==> src/rtl/ibex_mprf_port_arbiter.sv <==
// Shares the two MPRF RAM ports between core operand reads, core writeback,
// NoC inbound writes and the descriptor send sequencer.
module ibex_mprf_port_arbiter #(
    parameter int unsigned AddrWidth = 5,
    parameter int unsigned DataWidth = 32,
    parameter int unsigned LenWidth  = 5,
    parameter int unsigned DstWidth  = 10
) (
    input  logic                 clk_i,
    input  logic                 rst_i,
    input  logic                 core_rd_i,
    input  logic [AddrWidth-1:0] core_raddr_a_i,
    input  logic [AddrWidth-1:0] core_raddr_b_i,
    output logic [DataWidth-1:0] core_rdata_a_o,
    output logic [DataWidth-1:0] core_rdata_b_o,
    output logic                 core_rvalid_o,
    input  logic                 core_wr_i,
    input  logic [AddrWidth-1:0] core_waddr_i,
    input  logic [DataWidth-1:0] core_wdata_i,
    output logic                 core_stall_o,
    input  logic                 noc_valid_i,
    input  logic [AddrWidth-1:0] noc_addr_i,
    input  logic [DataWidth-1:0] noc_data_i,
    output logic                 noc_ready_o,
    input  logic                 desc_start_i,
    input  logic [AddrWidth-1:0] desc_base_i,
    input  logic [LenWidth-1:0]  desc_len_i,
    input  logic [DstWidth-1:0]  desc_dst_i,
    output logic                 desc_busy_o,
    output logic                 desc_done_o,
    output logic                 desc_valid_o,
    input  logic                 desc_ready_i,
    output logic [DataWidth-1:0] desc_data_o,
    output logic [DstWidth-1:0]  desc_dst_o,
    output logic                 ram_a_req_o,
    output logic                 ram_a_we_o,
    output logic [AddrWidth-1:0] ram_a_addr_o,
    output logic [DataWidth-1:0] ram_a_wdata_o,
    input  logic [DataWidth-1:0] ram_a_rdata_i,
    input  logic                 ram_a_rvalid_i,
    output logic                 ram_b_req_o,
    output logic                 ram_b_we_o,
    output logic [AddrWidth-1:0] ram_b_addr_o,
    output logic [DataWidth-1:0] ram_b_wdata_o,
    input  logic [DataWidth-1:0] ram_b_rdata_i,
    input  logic                 ram_b_rvalid_i
);

    typedef enum logic [1:0] {TagNone = 2'd0, TagCore = 2'd1, TagDesc = 2'd2} tag_e;
    typedef enum logic {SeqIdle = 1'b0, SeqRun = 1'b1} seq_e;

    tag_e                 tag_q, tag_d;
    seq_e                 seq_q, seq_d;

    logic                 hold_vld_q, hold_vld_d;
    logic [AddrWidth-1:0] hold_addr_q, hold_addr_d;
    logic [DataWidth-1:0] hold_data_q, hold_data_d;
    logic                 hold_retire, wr_direct, wr_capture;

    logic                 fwd_a_q, fwd_a_d, fwd_b_q, fwd_b_d;
    logic [DataWidth-1:0] fwd_data_q;

    logic [AddrWidth-1:0] seq_addr_q;
    logic [LenWidth-1:0]  seq_rem_q;
    logic [DstWidth-1:0]  seq_dst_q;
    logic [DataWidth-1:0] fifo_data_q [2];
    logic [DstWidth-1:0]  fifo_dst_q  [2];
    logic                 fifo_wptr_q, fifo_rptr_q;
    logic [1:0]           fifo_cnt_q;
    logic [2:0]           credits_used;
    logic                 start_ok, desc_issue, desc_push, desc_pop, last_accept;

    // A held write retires whenever the core is not reading; a new write may
    // refill the buffer in that same cycle, keeping writes in order.
    assign hold_retire  = hold_vld_q && !core_rd_i;
    assign wr_direct    = core_wr_i && !core_rd_i && !hold_vld_q;
    assign wr_capture   = core_wr_i && !wr_direct && (!hold_vld_q || hold_retire);
    assign core_stall_o = !rst_i && core_wr_i && hold_vld_q && core_rd_i;
    assign noc_ready_o  = !rst_i && !core_rd_i;

    assign credits_used = {1'b0, fifo_cnt_q} + {2'b00, tag_q == TagDesc};
    assign desc_issue   = (seq_q == SeqRun) && (seq_rem_q != '0) && (credits_used < 3'd2) &&
                          !core_rd_i && !hold_vld_q && !core_wr_i;
    assign start_ok     = (seq_q == SeqIdle) && desc_start_i && (desc_len_i != '0);
    assign desc_push    = (tag_q == TagDesc) && ram_a_rvalid_i;
    assign desc_valid_o = fifo_cnt_q != 2'd0;
    assign desc_pop     = desc_valid_o && desc_ready_i;
    assign last_accept  = (seq_q == SeqRun) && desc_pop && (fifo_cnt_q == 2'd1) &&
                          (seq_rem_q == '0) && (tag_q != TagDesc);

    always_comb begin
        hold_vld_d  = hold_vld_q;
        hold_addr_d = hold_addr_q;
        hold_data_d = hold_data_q;
        if (hold_retire) hold_vld_d = 1'b0;
        if (wr_capture) begin
            hold_vld_d  = 1'b1;
            hold_addr_d = core_waddr_i;
            hold_data_d = core_wdata_i;
        end
    end

    // Forward from the post-update buffer so a same-cycle write is seen too.
    assign fwd_a_d = core_rd_i && hold_vld_d && (hold_addr_d == core_raddr_a_i);
    assign fwd_b_d = core_rd_i && hold_vld_d && (hold_addr_d == core_raddr_b_i);

    always_comb begin
        ram_a_req_o   = 1'b0;
        ram_a_we_o    = 1'b0;
        ram_a_addr_o  = '0;
        ram_a_wdata_o = '0;
        tag_d         = TagNone;
        if (!rst_i) begin
            if (core_rd_i) begin
                ram_a_req_o  = 1'b1;
                ram_a_addr_o = core_raddr_a_i;
                tag_d        = TagCore;
            end else if (hold_vld_q) begin
                ram_a_req_o   = 1'b1;
                ram_a_we_o    = 1'b1;
                ram_a_addr_o  = hold_addr_q;
                ram_a_wdata_o = hold_data_q;
            end else if (core_wr_i) begin
                ram_a_req_o   = 1'b1;
                ram_a_we_o    = 1'b1;
                ram_a_addr_o  = core_waddr_i;
                ram_a_wdata_o = core_wdata_i;
            end else if (desc_issue) begin
                ram_a_req_o  = 1'b1;
                ram_a_addr_o = seq_addr_q;
                tag_d        = TagDesc;
            end
        end
    end

    always_comb begin
        ram_b_req_o   = 1'b0;
        ram_b_we_o    = 1'b0;
        ram_b_addr_o  = '0;
        ram_b_wdata_o = '0;
        if (!rst_i) begin
            if (core_rd_i) begin
                ram_b_req_o  = 1'b1;
                ram_b_addr_o = core_raddr_b_i;
            end else if (noc_valid_i) begin
                ram_b_req_o   = 1'b1;
                ram_b_we_o    = 1'b1;
                ram_b_addr_o  = noc_addr_i;
                ram_b_wdata_o = noc_data_i;
            end
        end
    end

    assign core_rvalid_o  = (tag_q == TagCore) && ram_a_rvalid_i && ram_b_rvalid_i;
    assign core_rdata_a_o = !core_rvalid_o ? '0 : (fwd_a_q ? fwd_data_q : ram_a_rdata_i);
    assign core_rdata_b_o = !core_rvalid_o ? '0 : (fwd_b_q ? fwd_data_q : ram_b_rdata_i);
    assign desc_data_o    = desc_valid_o ? fifo_data_q[fifo_rptr_q] : '0;
    assign desc_dst_o     = desc_valid_o ? fifo_dst_q[fifo_rptr_q] : '0;

    always_ff @(posedge clk_i or posedge rst_i) begin
        if (rst_i) begin
            seq_q <= SeqIdle;
        end else begin
            seq_q <= seq_d;
        end
    end

    always_comb begin
        seq_d = seq_q;
        case (seq_q)
            SeqIdle: if (start_ok) seq_d = SeqRun;
            SeqRun:  if (last_accept) seq_d = SeqIdle;
            default: seq_d = SeqIdle;
        endcase
    end

    always_comb begin
        desc_busy_o = (seq_q == SeqRun);
        desc_done_o = last_accept;
    end

    always_ff @(posedge clk_i or posedge rst_i) begin
        if (rst_i) begin
            hold_vld_q  <= 1'b0;
            tag_q       <= TagNone;
            fwd_a_q     <= 1'b0;
            fwd_b_q     <= 1'b0;
            fifo_wptr_q <= 1'b0;
            fifo_rptr_q <= 1'b0;
            fifo_cnt_q  <= 2'd0;
            seq_rem_q   <= '0;
        end else begin
            hold_vld_q <= hold_vld_d;
            tag_q      <= tag_d;
            fwd_a_q    <= fwd_a_d;
            fwd_b_q    <= fwd_b_d;
            if (desc_push) fifo_wptr_q <= ~fifo_wptr_q;
            if (desc_pop) fifo_rptr_q <= ~fifo_rptr_q;
            fifo_cnt_q <= fifo_cnt_q + 2'(desc_push) - 2'(desc_pop);
            if (start_ok) seq_rem_q <= desc_len_i;
            else if (desc_issue) seq_rem_q <= seq_rem_q - LenWidth'(1);
        end
    end

    // Data-only registers; their validity is carried by the reset flags above.
    always_ff @(posedge clk_i) begin
        hold_addr_q <= hold_addr_d;
        hold_data_q <= hold_data_d;
        fwd_data_q  <= hold_data_d;
        if (start_ok) begin
            seq_addr_q <= desc_base_i;
            seq_dst_q  <= desc_dst_i;
        end else begin
            if (desc_issue) seq_addr_q <= seq_addr_q + AddrWidth'(1);
            if (desc_push) seq_dst_q <= seq_dst_q + DstWidth'(1);
        end
        if (desc_push) begin
            fifo_data_q[fifo_wptr_q] <= ram_a_rdata_i;
            fifo_dst_q[fifo_wptr_q]  <= seq_dst_q;
        end
    end

endmodule

==> config.mk <==
export PLATFORM = sky130hd
export DESIGN_NAME = ibex_mprf_port_arbiter
export DESIGN_NICKNAME = d
export VERILOG_FILES = /design/src/rtl/ibex_mprf_port_arbiter.sv
export SDC_FILE = /design/constraint.sdc
export NUM_CORES = 1
export LEC_CHECK = 0
export BUFFER_PORTS_ARGS = -buffer_cell sky130_fd_sc_hd__clkbuf_2
export CELL_PAD_IN_SITES_DETAIL_PLACEMENT = 2
export CELL_PAD_IN_SITES_GLOBAL_PLACEMENT = 2
export CORE_UTILIZATION = 30
export DETAILED_ROUTE_END_ITERATION = 7
export PLACE_DENSITY = 0.95
export SYNTH_ARGS = -nofsm -noshare
export SYNTH_HDL_FRONTEND = slang
export SYNTH_SLANG_ARGS = --single-unit
==> constraint.sdc <==
create_clock -name clk_i -period 6.3 [get_ports clk_i]
set_input_delay 0.945 -clock clk_i [delete_from_list [all_inputs] [get_ports clk_i]]
set_output_delay 0.945 -clock clk_i [all_outputs]
set_load 0.01 [all_outputs]
* After elaboration in Yosys (flattened, before gate mapping) *
Memories as Yosys holds them, arrays and structs flattened.
Cells that the tools add are included.

operators by class
  add/subtract/negate cells = 6
  magnitude comparators = 1
  equal/unequal tests = 6
  mux-type cells = 54
  bitwise logic cells = 3
  reduce and logical (&&, ||, !) cells = 39

operator list
  kind                                                 count
  2-to-1 mux 32 bit                                    12
  2-to-1 mux 5 bit                                     13
  2-to-1 mux 10 bit                                    3
  logical AND 1 bit                                    27
  2-to-1 mux 1 bit                                     20
  adder 10 x 1 -> 10 bit, second input constant        1
  equality test 5 bit                                  2
  2-to-1 mux 2 bit                                     5
  nonzero test 5 bit                                   2
  nonzero test 2 bit                                   3
  adder 5 x 1 -> 5 bit, second input constant          1
  logical NOT 1 bit                                    5
  logical NOT 5 bit                                    1
  subtractor 5 x 1 -> 5 bit, second input constant     1
  equality test 2 x 1 -> 1 bit, second input constant  2
  adder 2 x 1 -> 3 bit                                 1
  < comparator 3 x 2 -> 1 bit, second input constant   1
  NOT 1 bit                                            3
  adder 2 x 1 -> 2 bit                                 1
  equality test 2 bit, second input constant           1
  inequality test 2 bit, second input constant         1
  case mux 1 bit (2 select lines)                      1
  subtractor 2 x 1 -> 2 bit                            1
  logical OR 1 bit                                     1

word-level totals
  bits in registers = 67
  bits in writable memories = 84
  input bits = 177
  output and inout bits = 190
  word-level logic and storage cells = 124
  memories kept = 2

memories
  memory       words  bits a word  read ports  clocked after Yosys merged registers in  write ports  RTL line  source
  fifo_data_q  2      32           1           0                                        1            66        logic [DataWidth-1:0] fifo_data_q [2];
  fifo_dst_q   2      10           1           0                                        1            67        logic [DstWidth-1:0] fifo_dst_q [2];

* Logic depth before layout (Yosys ltp) *
  depth after elaboration = 12
  depth in mapped cells = 8
  gate-level depth less buffers = 8

* Least setup slack after synthesis *
Ideal clock, no wire load.

  path type = in2out
  start = input core_rd_i
  end = output ram_a_addr_o[3]
  arrival = 2,595 ps
  data required time = 5,355 ps
  path slack = 2,760 ps
  stages on the path = 6
  path buffers = 2
  path through = buf_2 > or4b_4 > a2111oi_4 > buf_2 > a221o_1 > a32o_1

between the ends
  longest elaborated chain between the ends = 9

RTL lines
  item                             RTL line  source
  from (decl)                      11        input logic core_rd_i,
  logical NOT 1 bit                83        !core_rd_i && !hold_vld_q && !core_wr_i;
  logical AND 1 bit                82        assign desc_issue = (seq_q == SeqRun) && (seq_rem_q != '0) && (credits_used < 3'd2) &&
  logical AND 1 bit (2 in series)  83
  2-to-1 mux 5 bit                 128       end else if (desc_issue) begin
  2-to-1 mux 5 bit                 123       end else if (core_wr_i) begin
  2-to-1 mux 5 bit                 118       end else if (hold_vld_q) begin
  2-to-1 mux 5 bit (*)             114       if (core_rd_i) begin
  2-to-1 mux 5 bit (*)             113       if (!rst_i) begin
  to (decl)                        37        output logic [AddrWidth-1:0] ram_a_addr_o,

Every way passes the cells marked *; elsewhere a longest branch is shown, timed or not.

* Worst setup path after layout *
  start = input core_rd_i
  end = output ram_b_addr_o[3]

between the ends
  longest elaborated chain between the ends = 2

RTL lines
  item              RTL line  source
  2-to-1 mux 5 bit  142       if (core_rd_i) begin
  2-to-1 mux 5 bit  141       if (!rst_i) begin
  to (decl)         43        output logic [AddrWidth-1:0] ram_b_addr_o,

No other way between the ends.

==> metrics.md <==
| Metric | Value |
|---|---|
| Drt via density | 5.133 |
| Unrepaired setup endpoints after global routing | false |
| Pwr Total | 3.355 mW |
| Net count after synthesis | 882 |
| Initial antenna violation count | 0 |
| Die extent in y | 163.7 µm |
| CTS H-Tree Depth | 4 |
| Clock slew at reported path FFs | 60 ps |
| Post-DRT Antenna Nets | 0 |
| Post-synth EDFFs | 131 |
| Final hold slack | 471.7 ps |
| First-pass GRT wire length | 46,250 µm |
| Tcrit/Tclk final | 65.22% |
| Reg-to-Reg Start | hold_vld_q$_DFF_PP0_ |
| Hold Path Class | flop to flop |
| CP max stage delay | 750 ps |
| Slew HR | 25.48% |
| Routed len/inst | 23.08 µm |
| Clock tree sinks | 151 |
| Total gr overflow | 0 |
| Crit path capture type | output port |
| Run status | completed |
| Ys async rst share | 9.934% |
| Buffer depth of the longest clock path | 2 |
| RD Place Congestion | 0.9872 |
| Mapped cell area | 7844 µm² |
| Slowest cell on the critical path | or2_2 |
| Critical path type | primary input to output port |
| Most common cell after layout, fill and taps aside | clkbuf_2 |
| Total leakage power | 4.676 nW |
| Post_cts resized | 0 |
| Synthesis-to-layout area growth | 35.08% |
| DR vias | 7,104 |
| Final worst path period need | 4109 ps |
| Post-synthesis cell count | 699 |
| Distinct cells, synth | 50 |
| Max rail drop VDD | 127.7 µV |
| Crit path DAT | 3160 ps |
| TritonRoute pass-1 iters | 4 |
| Vias in the first global route | 7,944 |
| Cell Chain, Critical Path | clkbuf_2 > or2_2 > inv_1 > and2_1 > a22o_1 > clkbuf_2 |
| Commonest non-fill, non-tap cells in the layout | 366 x clkbuf_2, 161 x nor2_1, 131 x edfxtp_1 |
| Hold buffer count at CTS | 0 |
| Starting Density | 30.88% |
| Worst skew pair latency | 420 ps |
| Syn Area/Cell | 11.22 µm² |
| Hold_sp | fifo_rptr_q$_DFFE_PP0P_ |
| Final setup vio count | 0 |
| Boundary pin count | 367 |
| Max-cap viol count | 0 |
| Max Clock Freq | 243.4 MHz |
| Post-route DRC | 0 |
| Transition time of the tightest slew-check pin | 1118 ps |
| Die area | 26,800 µm² |
| HPWL Detailed | 24,240 µm |
| Worst Path Required | 5350 ps |
| Initial DRC Count | 303 |
| Ant diodes | 0 |
| IO Port Bufs | 366 |
| Setup crit start | core_rd_i |
| Startpoint types | primary input |
| CTS tree | done |
| Yosys warns | 0 |
| CTS root buffer | clkbuf_16 |
| Most used cell, CP | clkbuf_2 |
| Ys flop type | edfxtp_1 |
| Final wirelength | 31,950 µm |
| Fin. max-slew vios | 0 |
| Final net count | 1,224 |
| Worst Path Max Fanout | 35 |
| Cts bufs inserted | 17 |
| Largest net degree at the start of global routing | 66 |
| Yosys reg bits | 151 |
| Chip width | 163.7 µm |
| Post-synthesis sequential area ratio | 56.21% |
| Worst Skew | 10.55 ps |
| Setup Buffers After CTS | 0 |
| Tot GR Track Use | 23.39% |
| P per Cell Area | 316.6 nW/µm² |
| Share of cells above drive strength 1 | 40.04% |
| Row cnt | 58 |
| Hold Fails Final Rpt | 0 |
| Setup TNS | 0 ps |
| Core area | 25,400 µm² |
[power breakdown]
part	internal [mW]	switching (mW)	total (mW)
clock	0.636	0.413	1.05
combinational	0.397	0.615	1.01
sequential	1.19	0.0997	1.29
total	2.23	1.13	3.35
[metrics by stage]
stage | instances | setup slack, ps | instance area, µm² | util, %
2_1_floorplan | 699 | 2760 | 7844 | -
3_3_place_gp | 1352 | 2227 | 9995 | 39.35
3_5_place_dp | 1352 | 2150 | 9995 | 39.35
4_1_cts | 1384 | 2153 | 10600 | 41.71
5_1_grt | 1384 | 1988 | 10600 | 41.71
6_report | 1384 | 2191 | 10600 | 41.71
[per-layer routing]
layer / part of all wire (%) / global-route usage, % / vias to the layer above
li1: - / - / 3217
met1: 36 / 23.76 / 3523
met2: 55 / 46.11 / 313
met3: 5.9 / 4.621 / 51
met4: 3.2 / 9.259 / 0
met5: 0 / 0 / -
[final timing paths]
kind                                       endpoint  slack [ps]  cells after the start
setup / recovery                    ram_b_addr_o[3]        2190                      6
hold / removal              fifo_rptr_q$_DFFE_PP0P_         470                      1
min in group asynchronous  seq_rem_q[0]$_DFFE_PP0P_         650                      2
hold reg to reg             fifo_rptr_q$_DFFE_PP0P_         470                      1
setup reg to reg                  fwd_a_q$_DFF_PP0_        2670                      7
max in group asynchronous   fifo_rptr_q$_DFFE_PP0P_        5170                      2
[worst max-delay path: cells and delay by family]
| kind | cells | cell delay (ps) |
|---|---|---|
| AND/OR/NAND/NOR | 2 | 1140 |
| AO/OA/AOI/OAI | 1 | 250 |
| buffers and inverters | 3 | 810 |
[flip-flops by register name, indices dropped and copies added (netlist names)]
register	cells
hold_vld_q	1
fwd_b_q	1
fwd_data_q	32
desc_busy_o	1
seq_dst_q	10
fifo_data_q	64
fifo_rptr_q	1
seq_rem_q	5
fwd_a_q	1
fifo_dst_q	20
fifo_cnt_q	2
fifo_wptr_q	1
hold_addr_q	5
seq_addr_q	5
tag_q	2
[logic make-up (layout without fill, tap and decap cells)]
kind of cell             Yosys count  count (layout)  synth area share, %
adder cells (fa/ha/maj)            6               6               0.9571
flip-flops                       151             151                56.21
multiplexers                     114             114                14.63
buffers and inverters             65             420                3.142
AND/OR/NAND/NOR                  249             249                14.23
AO/OA/AOI/OAI                     90              90                8.152
XOR/XNOR                          24              24                2.680
[synth_stat cells, drive strengths merged, types with 6 or more instances]
library cell	count	area (µm²)
a21oi	19	95.09
a22o	6	52.55
dfrtp	15	375.4
a22oi	33	247.7
edfxtp	131	3934
xor2	13	113.9
nor2	163	611.8
and3	34	212.7
inv	12	45.05
xnor2	11	96.34
clkbuf	39	146.4
nand2	17	66.32
o21ai	12	60.06
buf	14	55.05
mux2i	109	1091
nand3	8	40.04
ha	6	75.07
nor2b	8	50.05
[cell type report]
type,instances,area [µm²]
fill,2743,14800
sequential,151,4414
multi-input combinational,483,3216
timing repair buffer,376,1907
clock buffer,21,450.4
tap,330,412.9
clock inverter,11,150.1
inverter,12,45.04
No activity file was read; power rests on OpenSTA's default activity.
